**src/rtl/sprite_pixel_serializer_pkg.sv**
```systemverilog
// Shared types and constants for the sprite pixel serializer.
// Holds the sliver bundle, field offsets and shifter state encoding.
package sprite_pixel_serializer_pkg;

    localparam int ADDR_W       = 8;
    localparam int LB_WIDTH_DEF = 192;

    localparam int P0_LSB = 0;
    localparam int P1_LSB = 8;
    localparam int P2_LSB = 16;
    localparam int P3_LSB = 24;

    typedef enum logic {
        ST_IDLE  = 1'b0,
        ST_SHIFT = 1'b1
    } shift_state_e;

    typedef struct packed {
        logic [31:0]       bitplanes;
        logic [ADDR_W-1:0] x;
        logic              cont;
        logic              hflip;
        logic [7:0]        shrink;
        logic [7:0]        pal;
    } sliver_t;

    // Colour of pixel idx: one bit from each plane, P3 is the MSB.
    function automatic logic [3:0] pixel_color(
        input logic [31:0] bp,
        input logic [2:0]  idx
    );
        return {bp[P3_LSB + 32'(idx)], bp[P2_LSB + 32'(idx)],
                bp[P1_LSB + 32'(idx)], bp[P0_LSB + 32'(idx)]};
    endfunction

endpackage

```
**src/rtl/sprite_pixel_serializer_sliver_hold_reg.sv**
```systemverilog
// One-deep valid/ready holding register for incoming slivers.
// Ports: in_valid_i/in_data_i/in_ready_o upstream; take_i/full_o/data_o downstream.
module sliver_hold_reg
    import sprite_pixel_serializer_pkg::*;
(
    input  logic    clk_i,
    input  logic    reset_i,
    input  logic    in_valid_i,
    input  sliver_t in_data_i,
    output logic    in_ready_o,
    input  logic    take_i,
    output logic    full_o,
    output logic    full_nx_o,
    output sliver_t data_o
);

    logic    full_q, full_d;
    logic    ready_q;
    sliver_t data_q, data_d;
    logic    accept;

    // Accept and take are exclusive: accept needs empty, take needs full.
    always_comb begin
        accept = in_valid_i & ready_q;
        full_d = full_q;
        data_d = data_q;
        if (accept) begin
            full_d = 1'b1;
            data_d = in_data_i;
        end else if (take_i) begin
            full_d = 1'b0;
        end
    end

    always_ff @(posedge clk_i) begin
        if (reset_i) begin
            full_q  <= 1'b0;
            ready_q <= 1'b1;
            data_q  <= '0;
        end else begin
            full_q  <= full_d;
            ready_q <= ~full_d;
            data_q  <= data_d;
        end
    end

    assign in_ready_o = ready_q;
    assign full_o     = full_q;
    assign full_nx_o  = full_d;
    assign data_o     = data_q;

endmodule

```
**src/rtl/sprite_pixel_serializer.sv**
```systemverilog
// Serialises 8-pixel sprite slivers into line-buffer write steps.
// Ports: sliver handshake in; LB_* strobes, colour, palette and busy out.
module sprite_pixel_serializer
    import sprite_pixel_serializer_pkg::*;
#(
    parameter int LB_WIDTH = LB_WIDTH_DEF
) (
    input  logic              clk_i,
    input  logic              reset_i,
    input  logic              ce_i,
    input  logic              in_valid_i,
    output logic              in_ready_o,
    input  logic [31:0]       in_bitplanes_i,
    input  logic [ADDR_W-1:0] in_x_i,
    input  logic              in_cont_i,
    input  logic              in_hflip_i,
    input  logic [7:0]        in_shrink_i,
    input  logic [7:0]        in_pal_i,
    output logic              lb_ck_o,
    output logic              lb_load_o,
    output logic [ADDR_W-1:0] lb_addr_load_o,
    output logic              lb_we_o,
    output logic [3:0]        color_index_o,
    output logic [7:0]        spr_pal_o,
    output logic              busy_o
);

    localparam logic [ADDR_W:0] LB_LIMIT = (ADDR_W+1)'(LB_WIDTH);

    shift_state_e      state_q, state_d;
    logic [2:0]        slot_q, slot_d;
    sliver_t           cur_q, cur_d;
    logic              first_q, first_d;
    logic [ADDR_W-1:0] addr_q, addr_d;
    logic              ck_q, ck_d;
    logic              load_q, load_d;
    logic [ADDR_W-1:0] aload_q, aload_d;
    logic              we_q, we_d;
    logic [3:0]        col_q, col_d;
    logic              busy_q, busy_d;

    sliver_t    in_data, hold_data;
    logic       hold_full, hold_full_nx;
    logic       take;
    logic [2:0] pix_idx;
    logic       keep;
    logic [3:0] pix;

    assign in_data = '{bitplanes: in_bitplanes_i, x: in_x_i,
                       cont: in_cont_i, hflip: in_hflip_i,
                       shrink: in_shrink_i, pal: in_pal_i};

    sliver_hold_reg u_hold (
        .clk_i      (clk_i),
        .reset_i    (reset_i),
        .in_valid_i (in_valid_i),
        .in_data_i  (in_data),
        .in_ready_o (in_ready_o),
        .take_i     (take),
        .full_o     (hold_full),
        .full_nx_o  (hold_full_nx),
        .data_o     (hold_data)
    );

    // Refill on idle, or on the last slot so slivers run gap-free.
    always_comb begin
        take = 1'b0;
        unique case (state_q)
            ST_IDLE:  take = hold_full;
            ST_SHIFT: take = hold_full & ce_i & (slot_q == 3'd7);
            default:  take = 1'b0;
        endcase
    end

    always_comb begin
        state_d = state_q;
        slot_d  = slot_q;
        cur_d   = cur_q;
        first_d = first_q;
        addr_d  = addr_q;
        ck_d    = 1'b0;
        load_d  = load_q;
        aload_d = aload_q;
        we_d    = 1'b1;
        col_d   = col_q;
        pix_idx = cur_q.hflip ? slot_q : 3'd7 - slot_q;
        keep    = cur_q.shrink[3'd7 - slot_q];
        pix     = pixel_color(cur_q.bitplanes, pix_idx);

        if (state_q == ST_SHIFT && ce_i) begin
            if (keep) begin
                ck_d    = 1'b1;
                col_d   = pix;
                first_d = 1'b0;
                if (first_q && !cur_q.cont) begin
                    addr_d  = cur_q.x;
                    load_d  = 1'b0;
                    aload_d = cur_q.x;
                end else begin
                    addr_d = addr_q + 1'b1;
                    load_d = 1'b1;
                end
                // Transparent or offscreen pixels advance without writing.
                we_d = ~((pix != 4'd0) && ({1'b0, addr_d} < LB_LIMIT));
            end
            slot_d = slot_q + 3'd1;
            if (slot_q == 3'd7 && !hold_full) begin
                state_d = ST_IDLE;
            end
        end

        if (take) begin
            state_d = ST_SHIFT;
            slot_d  = 3'd0;
            cur_d   = hold_data;
            first_d = 1'b1;
        end

        busy_d = (state_d == ST_SHIFT) | hold_full_nx;
    end

    always_ff @(posedge clk_i) begin
        if (reset_i) begin
            state_q <= ST_IDLE;
            slot_q  <= 3'd0;
            cur_q   <= '0;
            first_q <= 1'b1;
            addr_q  <= '0;
            ck_q    <= 1'b0;
            load_q  <= 1'b1;
            aload_q <= '0;
            we_q    <= 1'b1;
            col_q   <= 4'd0;
            busy_q  <= 1'b0;
        end else begin
            state_q <= state_d;
            slot_q  <= slot_d;
            cur_q   <= cur_d;
            first_q <= first_d;
            addr_q  <= addr_d;
            ck_q    <= ck_d;
            load_q  <= load_d;
            aload_q <= aload_d;
            we_q    <= we_d;
            col_q   <= col_d;
            busy_q  <= busy_d;
        end
    end

    assign lb_ck_o        = ck_q;
    assign lb_load_o      = load_q;
    assign lb_addr_load_o = aload_q;
    assign lb_we_o        = we_q;
    assign color_index_o  = col_q;
    assign spr_pal_o      = cur_q.pal;
    assign busy_o         = busy_q;

endmodule
```
**config.mk**
```make
export PLATFORM = sky130hd
export DESIGN_NAME = sprite_pixel_serializer
export DESIGN_NICKNAME = d
export VERILOG_FILES = /design/src/rtl/sprite_pixel_serializer_pkg.sv /design/src/rtl/sprite_pixel_serializer_sliver_hold_reg.sv /design/src/rtl/sprite_pixel_serializer.sv
export SDC_FILE = /design/constraint.sdc
export NUM_CORES = 1
export LEC_CHECK = 0
export CORE_UTILIZATION = 60
export DETAILED_ROUTE_END_ITERATION = 6
export PLACE_DENSITY = 0.92
export SYNTH_ARGS = -nofsm -noshare
export SYNTH_HDL_FRONTEND = slang
export SYNTH_HIERARCHICAL = 1
export SYNTH_SLANG_ARGS = --single-unit
```
**constraint.sdc**
```tcl
create_clock -name clk_i -period 3.45 [get_ports clk_i]
set_clock_uncertainty 0.15 [all_clocks]
set_input_delay 0.8625 -clock clk_i [delete_from_list [all_inputs] [get_ports clk_i]]
set_output_delay 0.8625 -clock clk_i [all_outputs]
set_load 0.02 [all_outputs]
```
## Yosys cells after proc, flatten, opt, wreduce, memory -nomap -nowiden

Cells that the tools add are included.

| word-level totals | value |
|---|---|
| flip-flop bits (word level) | 147 |
| input bits | 62 |
| output and inout bits | 25 |
| logic and storage cells | 80 |

| cells by class | value |
|---|---|
| $add $sub $neg | 6 |
| magnitude comparators | 6 |
| equal/unequal tests | 1 |
| muxes and demuxes | 22 |
| bitwise gates (word level) | 9 |
| reduce and logical (&&, ||, !) cells | 12 |

Operators by type and width:

| cell | count |
|---|---|
| 2-to-1 mux 8 bit | 3 |
| binary-select mux 1 bit (select 5 bit) | 3 |
| adder 5 x 3 -> 6 bit, first input constant | 2 |
| < comparator 6 bit, second input constant | 2 |
| 2-to-1 mux 1 bit | 12 |
| adder 8 x 1 -> 8 bit, second input constant | 1 |
| < comparator 8 bit, second input constant | 1 |
| binary-select mux 1 bit (select 3 bit) | 2 |
| < comparator 3 x 6 -> 1 bit, second input constant | 1 |
| < comparator 5 x 6 -> 1 bit, second input constant | 1 |
| adder 4 x 3 -> 5 bit, first input constant | 1 |
| inverter 1 bit | 5 |
| logical AND 1 bit | 4 |
| < comparator 3 x 4 -> 1 bit, second input constant | 1 |
| nonzero test 4 bit | 1 |
| OR reduction 2 bit | 2 |
| adder 3 x 1 -> 3 bit, second input constant | 1 |
| bitwise AND 1 bit | 3 |
| == test 3 bit, second input constant | 1 |
| 2-to-1 mux 3 bit | 1 |
| AND reduction 3 bit | 1 |
| OR reduction 3 bit | 1 |
| subtractor 3 bit, first input constant | 1 |
| logical NOT 1 bit | 2 |
| 3 further kinds | 3 |

## Logic depth before layout (Yosys ltp)

Gate-level depths: netlist of run 1.

| logic depth | value |
|---|---|
| depth in word-level cells | 8 |
| depth in mapped cells | 11 |
| gate-level depth less buffers | 9 |

## Modules after synthesis

Netlist of run 1, hierarchy kept.

Modules (own cells, without submodules):

| module | instances | cells each | area an instance (µm²) | seq. area each (µm²) |
|---|---|---|---|---|
| sprite_pixel_serializer | 1 | 486 | 3998.8 | 1741.7 |
| sliver_hold_reg | 1 | 272 | 2947.8 | 1201.2 |

## Worst setup path before layout of run 1

OpenSTA, ideal clock, no wires.

| path | value |
|---|---|
| path kind | input-to-reg |
| start | input port ce_i |
| end | register cur_q[53] (netlist name) |
| data arrival time | 1.985 ns |
| slack | 1.244 ns |
| stages on the path | 7 |
| path buffers | 3 |
| cell sequence | a21boi_0 > nand2b_1 > clkbuf_1 > buf_2 > buf_1 > nand2_1 > a21oi_1 |

| on the way | value |
|---|---|
| longest elaborated chain between the ends | 3 |

Ends and longest elaborated chain:

| element | RTL line | RTL |
|---|---|---|
| start, declared | sprite_pixel_serializer.sv:10 | `input logic ce_i,` |
| bitwise AND 1 bit (2 in a row) | sprite_pixel_serializer.sv:70 | `ST_SHIFT: take = hold_full & ce_i & (slot_q == 3'd7);` |
| case mux 1 bit (2 select lines) | sprite_pixel_serializer.sv:68 | `unique case (state_q)` |
| end signal, assigned | sprite_pixel_serializer.sv:138 | `cur_q <= cur_d;` |
| end, declared | sprite_pixel_serializer.sv:32 | `sliver_t cur_q, cur_d;` |

Every way passes these cells.
A chain may end at the register's enable or synchronous reset.

## Worst setup path after layout of run 1

| path | value |
|---|---|
| start | register u_hold.ready_q, in the netlist u_hold/in_ready_o |
| end | output port in_ready_o |

RTL lines:

| element | RTL line | RTL |
|---|---|---|
| start, declared | sprite_pixel_serializer_sliver_hold_reg.sv:18 | `logic ready_q;` |
| start signal, assigned | sprite_pixel_serializer_sliver_hold_reg.sv:42 | `ready_q <= ~full_d;` |
| end, declared | sprite_pixel_serializer.sv:12 | `output logic in_ready_o,` |

No word-level cell between the ends.

==> impl_metrics.sql, run 1 <==
INSERT INTO impl_metrics (metric_group, metric, value, unit) VALUES
('timing', 'post_route_clock_period_utilization', '0.7809', ''),
('critical_path', 'timing.critical_path.slowest_stage_cell', 'clkdlybuf4s50_1', ''),
('routing', 'routed-via-count', '5593', ''),
('pwr', 'power.static_leakage', '2.866', 'nW'),
('pwr', 'pwr-share-clk', '0.452', ''),
('cts', 'cts.htree.levels', '4', ''),
('routing', 'first_iter_violations', '360', ''),
('yosys', 'ys_warns', '6', ''),
('pwr', 'power.ir.vdd_worst', '345.6', 'uV'),
('pwr', 'internal_power', '3.066', 'mW'),
('die', 'initial_utilization', '0.6271', ''),
('yosys', 'yosys-top-cells-count', 'dfxtp_1, nand2_1, a21oi_1, a21bo_1, a21oi_2', ''),
('die', 'die_area', '0.01201', 'mm^2'),
('yosys', 'synth_top_family_by_area', 'compound AO/OA/AOI/OAI gates', ''),
('pwr', 'power.net_switching', '980.7', 'uW'),
('min_path', 'hold_path.class', 'flip-flop to flip-flop', ''),
('yosys', 'synth_enable_flop_cells', '0', ''),
('yosys', 'synth-xor-area-share', '0.007745', ''),
('pwr', 'power.share.switching', '0.2424', ''),
('critical_path', 'worst-setup-path-type', 'flip-flop to output port', ''),
('cts', 'hold_buffers', '0', ''),
('cts', 'cts.repair_timing.setup_buffer_count', '0', ''),
('yosys', 'asyncSetResetFlopFracSynth', '0', ''),
('timing', 'finalHoldWorstSlack', '0.3021', 'ns'),
('yosys', 'synth_top_flop_cell', 'dfxtp_1', ''),
('die', 'num_rows', '38', ''),
('finish', 'area.growth.synth_to_final', '17.38', '%'),
('placed_design', 'place_congestion', '0.8264', ''),
('cts', 'cts_inserted_buffers', '17', ''),
('placed_design', 'count_of_buffers_inserted_at_the_top_level_ports', '86', ''),
('yosys', 'synth_top_cell_by_area', 'dfxtp_1', ''),
('timing', 'timing_worst_slew_pin_value', '1.042', 'ns'),
('critical_path', 'timing.critical_path.from_type', 'flip-flop', ''),
('status', 'outcome', 'finished clean', ''),
('yosys', 'mappedNetlistArea', '0.006947', 'mm^2'),
('die', 'floorplan.core_area', '0.01108', 'mm^2'),
('timing', 'relSlewSlack', '0.3051', ''),
('routing', 'post_drt_wl_per_cell', '16.17', 'um'),
('routing', 'route.final.wire_length', '15370', 'um'),
('yosys', 'most_numerous_cell_in_the_yosys_netlist', 'dfxtp_1', ''),
('critical_path', 'critical_path.top_delay_family', 'buffers and inverters', ''),
('finish', 'antenna-diode-count', '0', ''),
('pwr', 'pwr-share-comb', '0.100', ''),
('timing', 'drv_slew', '0', ''),
('cts', 'clock_sink_count', '147', ''),
('global_route', 'first_pass_grt_wire_length', '25570', 'um'),
('pwr', 'pwr-share-seq', '0.448', ''),
('yosys', 'synth-compound-area-share', '0.2498', ''),
('yosys', 'synth-seq-area-share', '0.4236', ''),
('routing', 'dr.pass1.iters', '5', ''),
('yosys', 'synth_fp_nets', '823', ''),
('yosys', 'ffs_latches_synth', '147', ''),
('timing', 'hold_viol', '0', ''),
('yosys', 'synth_fa_ha_area_frac', '0.005403', ''),
('global_route', 'grtUsageTotal', '0.2727', ''),
('timing', 'min_period', '2.694', 'ns'),
('critical_path', 'worst_path_fanout_max', '22', ''),
('pwr', 'power_density_normalized_to_cell_area', '496.2', 'mW/mm^2'),
('cts', 'cts.clk_slew.worst_paths', '0.06', 'ns'),
('global_route', 'antenna_violations_before_repair', '0', ''),
('global_route', 'grt_start_max_net_pins', '98', ''),
('job', 'max_cap_viol_count', '0', ''),
('yosys', 'post-synth-top-area-fraction', '0.4236', ''),
('timing', 'unrepaired_setup_endpoints_after_global_routing', 'no', ''),
('critical_path', 'cp_data_arrival_time', '1.68', 'ns'),
('critical_path', 'worst_ep_required_time', '2.44', 'ns'),
('cts', 'tritoncts', 'yes', ''),
('placed_design', 'place_hpwl', '9595', 'um'),
('critical_path', 'crit_path_end_kind', 'output port', ''),
('routing', 'route.detailed.drc', '0', ''),
('critical_path', 'critical_path_cell_list', 'clkdlybuf4s50_1', '');
==> cell usage in the layout, fill, tap and decap left out, types with 14 or more instances in the layout <==
master           count
nand3_2             30
nand2_1            138
mux2i_1             14
dfxtp_1            146
a21bo_1             49
clkdlybuf4s50_1     84
a21oi_2             31
nor2_1              26
nand3_1             30
clkbuf_16           18
a21oi_1             98
==> worst paths after layout <==
check	cells after the start	slack [ns]	to	from
max	1	0.76	in_ready_o	u_hold/in_ready_o$_SDFF_PP1_
min reg2reg	2	0.30	spr_pal_o[7]$_SDFFE_PP0P_	u_hold/data_o[7]$_SDFFE_PP0P_
max reg2reg	7	0.99	lb_we_o$_SDFF_PP1_	slot_q[0]$_SDFFE_PP0N_
min	2	0.30	spr_pal_o[7]$_SDFFE_PP0P_	u_hold/data_o[7]$_SDFFE_PP0P_
==> cells by family after synthesis <==
family | after synthesis
AND/OR/NAND/NOR | 263
AO/OA/AOI/OAI | 237
flip-flops | 147
buffers and inverters | 83
multiplexers | 21
XOR/XNOR | 4
adder cells (fa/ha/maj) | 3
==> power by group through the flow <==
stage | registers (mW) | logic (mW) | clock network [mW]
5_1_grt | 1.82 | 0.441 | 1.93
3_3_place_gp | 1.84 | 0.386 | 0
3_5_place_dp | 1.85 | 0.402 | 0
6_report | 1.81 | 0.406 | 1.83
2_1_floorplan | 1.83 | 0.308 | 0
4_1_cts | 1.81 | 0.406 | 1.85
==> state kept, by name, indices dropped and copies added (netlist names) <==
name,count
state_q,1
lb_ck_o,1
first_q,1
slot_q,3
addr_q,8
u_hold/full_o,1
color_index_o,4
lb_load_o,1
lb_addr_load_o,8
spr_pal_o,8
busy_o,1
u_hold/in_ready_o,1
u_hold/data_o,58
cur_q,50
lb_we_o,1
==> layout make-up <==
type	count	area (um^2)
Multi-Input combinational cell	528	3442
Sequential cell	147	2947
Fill cell	754	2924
Timing Repair Buffer	96	968.4
Clock buffer	19	464.2
Tap cell	140	175.2
Clock inverter	13	131.4
Inverter	7	26.28
==> layer usage <==
layer,vias up,GRT usage,wire length [um]
li1,2710,-,-
met1,2665,0.3295,6569
met2,187,0.4627,7599
met3,31,0.06461,889
met4,0,0.1181,308
met5,-,0,0
==> per-stage QoR <==
stage               utilization  setup WS, ns  power (mW)  area (um^2)  cells
floorplan                     -         1.244       2.134         6947    758
global placement         0.6823        0.6911       2.227         7559    918
detailed placement       0.6823        0.5776       2.247         7559    918
CTS                      0.7361        0.7460       4.069         8154    950
global route             0.7361        0.7213       4.185         8154    950
finish                   0.7361        0.7559       4.046         8154    950
(Power assumes the default switching activity.)
==> inputs of run 2 (changes only) <==
--- a/config.mk
+++ b/config.mk
@@ -5,9 +5,9 @@
 export SDC_FILE = /design/constraint.sdc
 export NUM_CORES = 1
 export LEC_CHECK = 0
-export CORE_UTILIZATION = 60
+export CORE_UTILIZATION = 50
 export DETAILED_ROUTE_END_ITERATION = 6
-export PLACE_DENSITY = 0.92
+export PLACE_DENSITY = 0.83
 export SYNTH_ARGS = -nofsm -noshare
 export SYNTH_HDL_FRONTEND = slang
 export SYNTH_HIERARCHICAL = 1
==> constraint.sdc (replaced) <==
create_clock -name clk_i -period 2.25 [get_ports clk_i]
set_clock_uncertainty 0.15 [all_clocks]
set_input_delay 0.5625 -clock clk_i [delete_from_list [all_inputs] [get_ports clk_i]]
set_output_delay 0.5625 -clock clk_i [all_outputs]
set_load 0.02 [all_outputs]
==> impl_metrics.sql, run 2 (same netlist as run 1, synthesis figures left out) <==
INSERT INTO impl_metrics (metric_group, metric, value, unit) VALUES
('timing', 'highest_clock_rate', '452.6', 'MHz'),
('placed_design', 'place_hpwl', '9746', 'um'),
('timing', 'setup_tns', '0', 'ns'),
('finish', 'area.growth.synth_to_final', '21.13', '%'),
('die', 'floorplan.core_area', '0.01340', 'mm^2'),
('finish', 'fillerInstances', '1088', ''),
('timing', 'min_period', '2.209', 'ns'),
('critical_path', 'timing.critical_path.from_type', 'flip-flop', ''),
('critical_path', 'worst-setup-path-type', 'flip-flop to flip-flop', ''),
('cts', 'clock_sink_count', '147', ''),
('critical_path', 'critical-path-max-stage-delay', '0.60', 'ns'),
('critical_path', 'worst_ep_required_time', '2.44', 'ns'),
('routing', 'first_iter_violations', '435', ''),
('placed_design', 'count_of_buffers_inserted_at_the_top_level_ports', '86', ''),
('placed_design', 'place_congestion', '0.8879', ''),
('cts', 'cts.clk_slew.worst_paths', '0.06', 'ns'),
('status', 'outcome', 'finished clean', ''),
('cts', 'hold_buffers', '0', ''),
('critical_path', 'worst_path_fanout_max', '29', ''),
('routing', 'routed-via-count', '5548', ''),
('cts', 'cts.repair_timing.setup_buffer_count', '0', ''),
('timing', 'hold_viol', '0', ''),
('global_route', 'first_global_vias', '5105', ''),
('finish', 'final_nets', '880', ''),
('cts', 'cts.htree.levels', '4', ''),
('critical_path', 'path_buf_inv', '1', ''),
('global_route', 'antenna_violations_before_repair', '0', ''),
('critical_path', 'reg2reg_setup_slack', '0.04', 'ns'),
('timing', 'post_route_clock_period_utilization', '0.9820', ''),
('routing', 'met3_wirelength', '809', 'um'),
('timing', 'relSlewSlack', '0.5881', ''),
('die', 'floorplan.die.height', '119.9', 'um'),
('critical_path', 'rr_worst_depth', '6', ''),
('die', 'num_rows', '42', ''),
('pwr', 'power.static_leakage', '2.976', 'nW'),
('critical_path', 'r2r-end', 'lb_we_o$_SDFF_PP1_', ''),
('timing', 'drv_slew', '0', ''),
('timing', 'timing_worst_slew_pin_value', '0.6023', 'ns'),
('pwr', 'power_total', '6.308', 'mW'),
('critical_path', 'timing.critical_path.from', 'slot_q[1]$_SDFFE_PP0N_', ''),
('min_path', 'hold-path-cell-count', '2', ''),
('routing', 'route.final.wire_length', '14910', 'um'),
('timing', 'finalHoldWorstSlack', '0.2948', 'ns'),
('global_route', 'grtUsageTotal', '0.2174', ''),
('die', 'initial_utilization', '0.5184', ''),
('critical_path', 'r2r_start', 'slot_q[1]$_SDFFE_PP0N_', ''),
('min_path', 'worstHoldStart', 'u_hold/data_o[8]$_SDFFE_PP0P_', ''),
('routing', 'dr_wl_met2', '6759', 'um'),
('routing', 'drt.antenna.violating_nets', '0', ''),
('pwr', 'power.ir.vdd_worst', '598.1', 'uV'),
('cts', 'tritoncts', 'yes', ''),
('finish', 'largest_register_ffs', '58', ''),
('finish', 'final_common_cell', 'dfxtp_1', ''),
('routing', 'dr.pass1.iters', '5', ''),
('critical_path', 'cp_data_arrival_time', '2.40', 'ns'),
('min_path', 'hold_path.class', 'flip-flop to flip-flop', ''),
('critical_path', 'critical_path_cell_list', 'buf_12 -> and2b_1 -> a2111oi_0 -> a211o_1 -> o2111ai_1 -> o211ai_2', ''),
('timing', 'setup_viol_count_final', '0', ''),
('finish', 'antenna-diode-count', '0', ''),
('timing', 'unrepaired_setup_endpoints_after_global_routing', 'no', ''),
('routing', 'avgViaCountPerCell', '5.526', ''),
('finish', 'final_layout_size_suffix_gt1_frac', '0.1775', ''),
('finish', 'layout_common_cells', 'dfxtp_1, nand2_1, a21oi_1', ''),
('critical_path', 'critical_path.top_delay_family', 'compound AO/OA/AOI/OAI gates', ''),
('cts', 'cts_root_cell', 'clkbuf_16', ''),
('routing', 'route.detailed.drc', '0', ''),
('pwr', 'power_density_normalized_to_cell_area', '749.6', 'mW/mm^2'),
('die', 'die_area', '0.01437', 'mm^2'),
('cts', 'clockBufferDepth', '2', ''),
('global_route', 'grt_remaining_overflow', '0', ''),
('critical_path', 'timing.critical_path.slowest_stage_cell', 'a2111oi_0', ''),
('routing', 'detail_route.wirelength.met1', '7125', 'um'),
('critical_path', 'crit_path_end_kind', 'flip-flop', ''),
('cts', 'cts_inserted_buffers', '17', ''),
('cts', 'clkLatencyLatePin', '0.42', 'ns'),
('die', 'width_of_the_die', '119.9', 'um'),
('die', 'num_io_pins', '87', ''),
('global_route', 'grt_start_max_net_pins', '118', ''),
('global_route', 'first_pass_grt_wire_length', '25030', 'um'),
('routing', 'top_layer', 'met4', ''),
('routing', 'post_drt_wl_per_cell', '14.85', 'um'),
('job', 'max_cap_viol_count', '0', ''),
('min_path', 'worst_hold_path.endpoint', 'cur_q[8]$_SDFFE_PP0P_', '');
## run 2: worst max path at each step
stage                                         to  slack (ns)  depth (start not counted)
after global placement    cur_q[48]$_SDFFE_PP0P_        0.14                          7
after CTS                     lb_we_o$_SDFF_PP1_        0.05                          5
after detailed placement  cur_q[40]$_SDFFE_PP0P_        0.08                          7
final                         lb_we_o$_SDFF_PP1_        0.04                          6
after floorplan           cur_q[53]$_SDFFE_PP0P_        0.18                          9
after global routing          lb_we_o$_SDFF_PP1_       0.009                          7
## run 2: power breakdown
part / internal [mW] / switching [mW] / leakage (nW)
registers: 2.70 / 0.0676 / 1.20
logic: 0.308 / 0.358 / 1.49
clock network: 1.80 / 1.07 / 0.293
total: 4.81 / 1.49 / 2.98
## run 2: layout make-up
class / instances / area [um^2] / area share
clock buffers: 20 / 456.7 / 0.05428
clock inverters: 12 / 153.9 / 0.01829
inverters: 7 / 26.28 / 0.003123
multi-input cells: 528 / 3442 / 0.4091
flip-flops and latches: 147 / 2949 / 0.3505
well taps: 176 / 220.2 / 0.02617
repair buffers: 114 / 1166 / 0.1386
## run 2: worst register-to-register path: cells and delay by family, from the launching register on
| kind | cells | cell delay [ns] |
|---|---|---|
| AOI/OAI and AO/OA | 4 | 1.20 |
| buffers and inverters | 1 | 0.19 |
| and+or+nand+nor | 1 | 0.23 |
| DFF | 1 | 0.37 |
## run 2: routing by layer
layer  GRT usage  vias to the layer above
li1            -                     2748
met1      0.3037                     2612
met2      0.3288                      167
met3     0.05276                       21
met4     0.06953                        0
met5           0                        -
## run 2: stage by stage
step | area, um^2 | std cells | util | worst slack [ns]
final | 8414 | 1004 | 0.6279 | 0.04055
after detailed placement | 7801 | 972 | 0.5822 | 0.08214
after floorplan | 6947 | 758 | - | 0.1814
after global routing | 8414 | 1004 | 0.6279 | 0.008741
after global placement | 7801 | 972 | 0.5822 | 0.1353
after CTS | 8412 | 1004 | 0.6277 | 0.05474
## run 2: timing repair
item,4_1_cts,5_1_grt
endpoints found under the setup margin,0,3
endpoints found under the hold margin,0,0
resized for setup,0,2
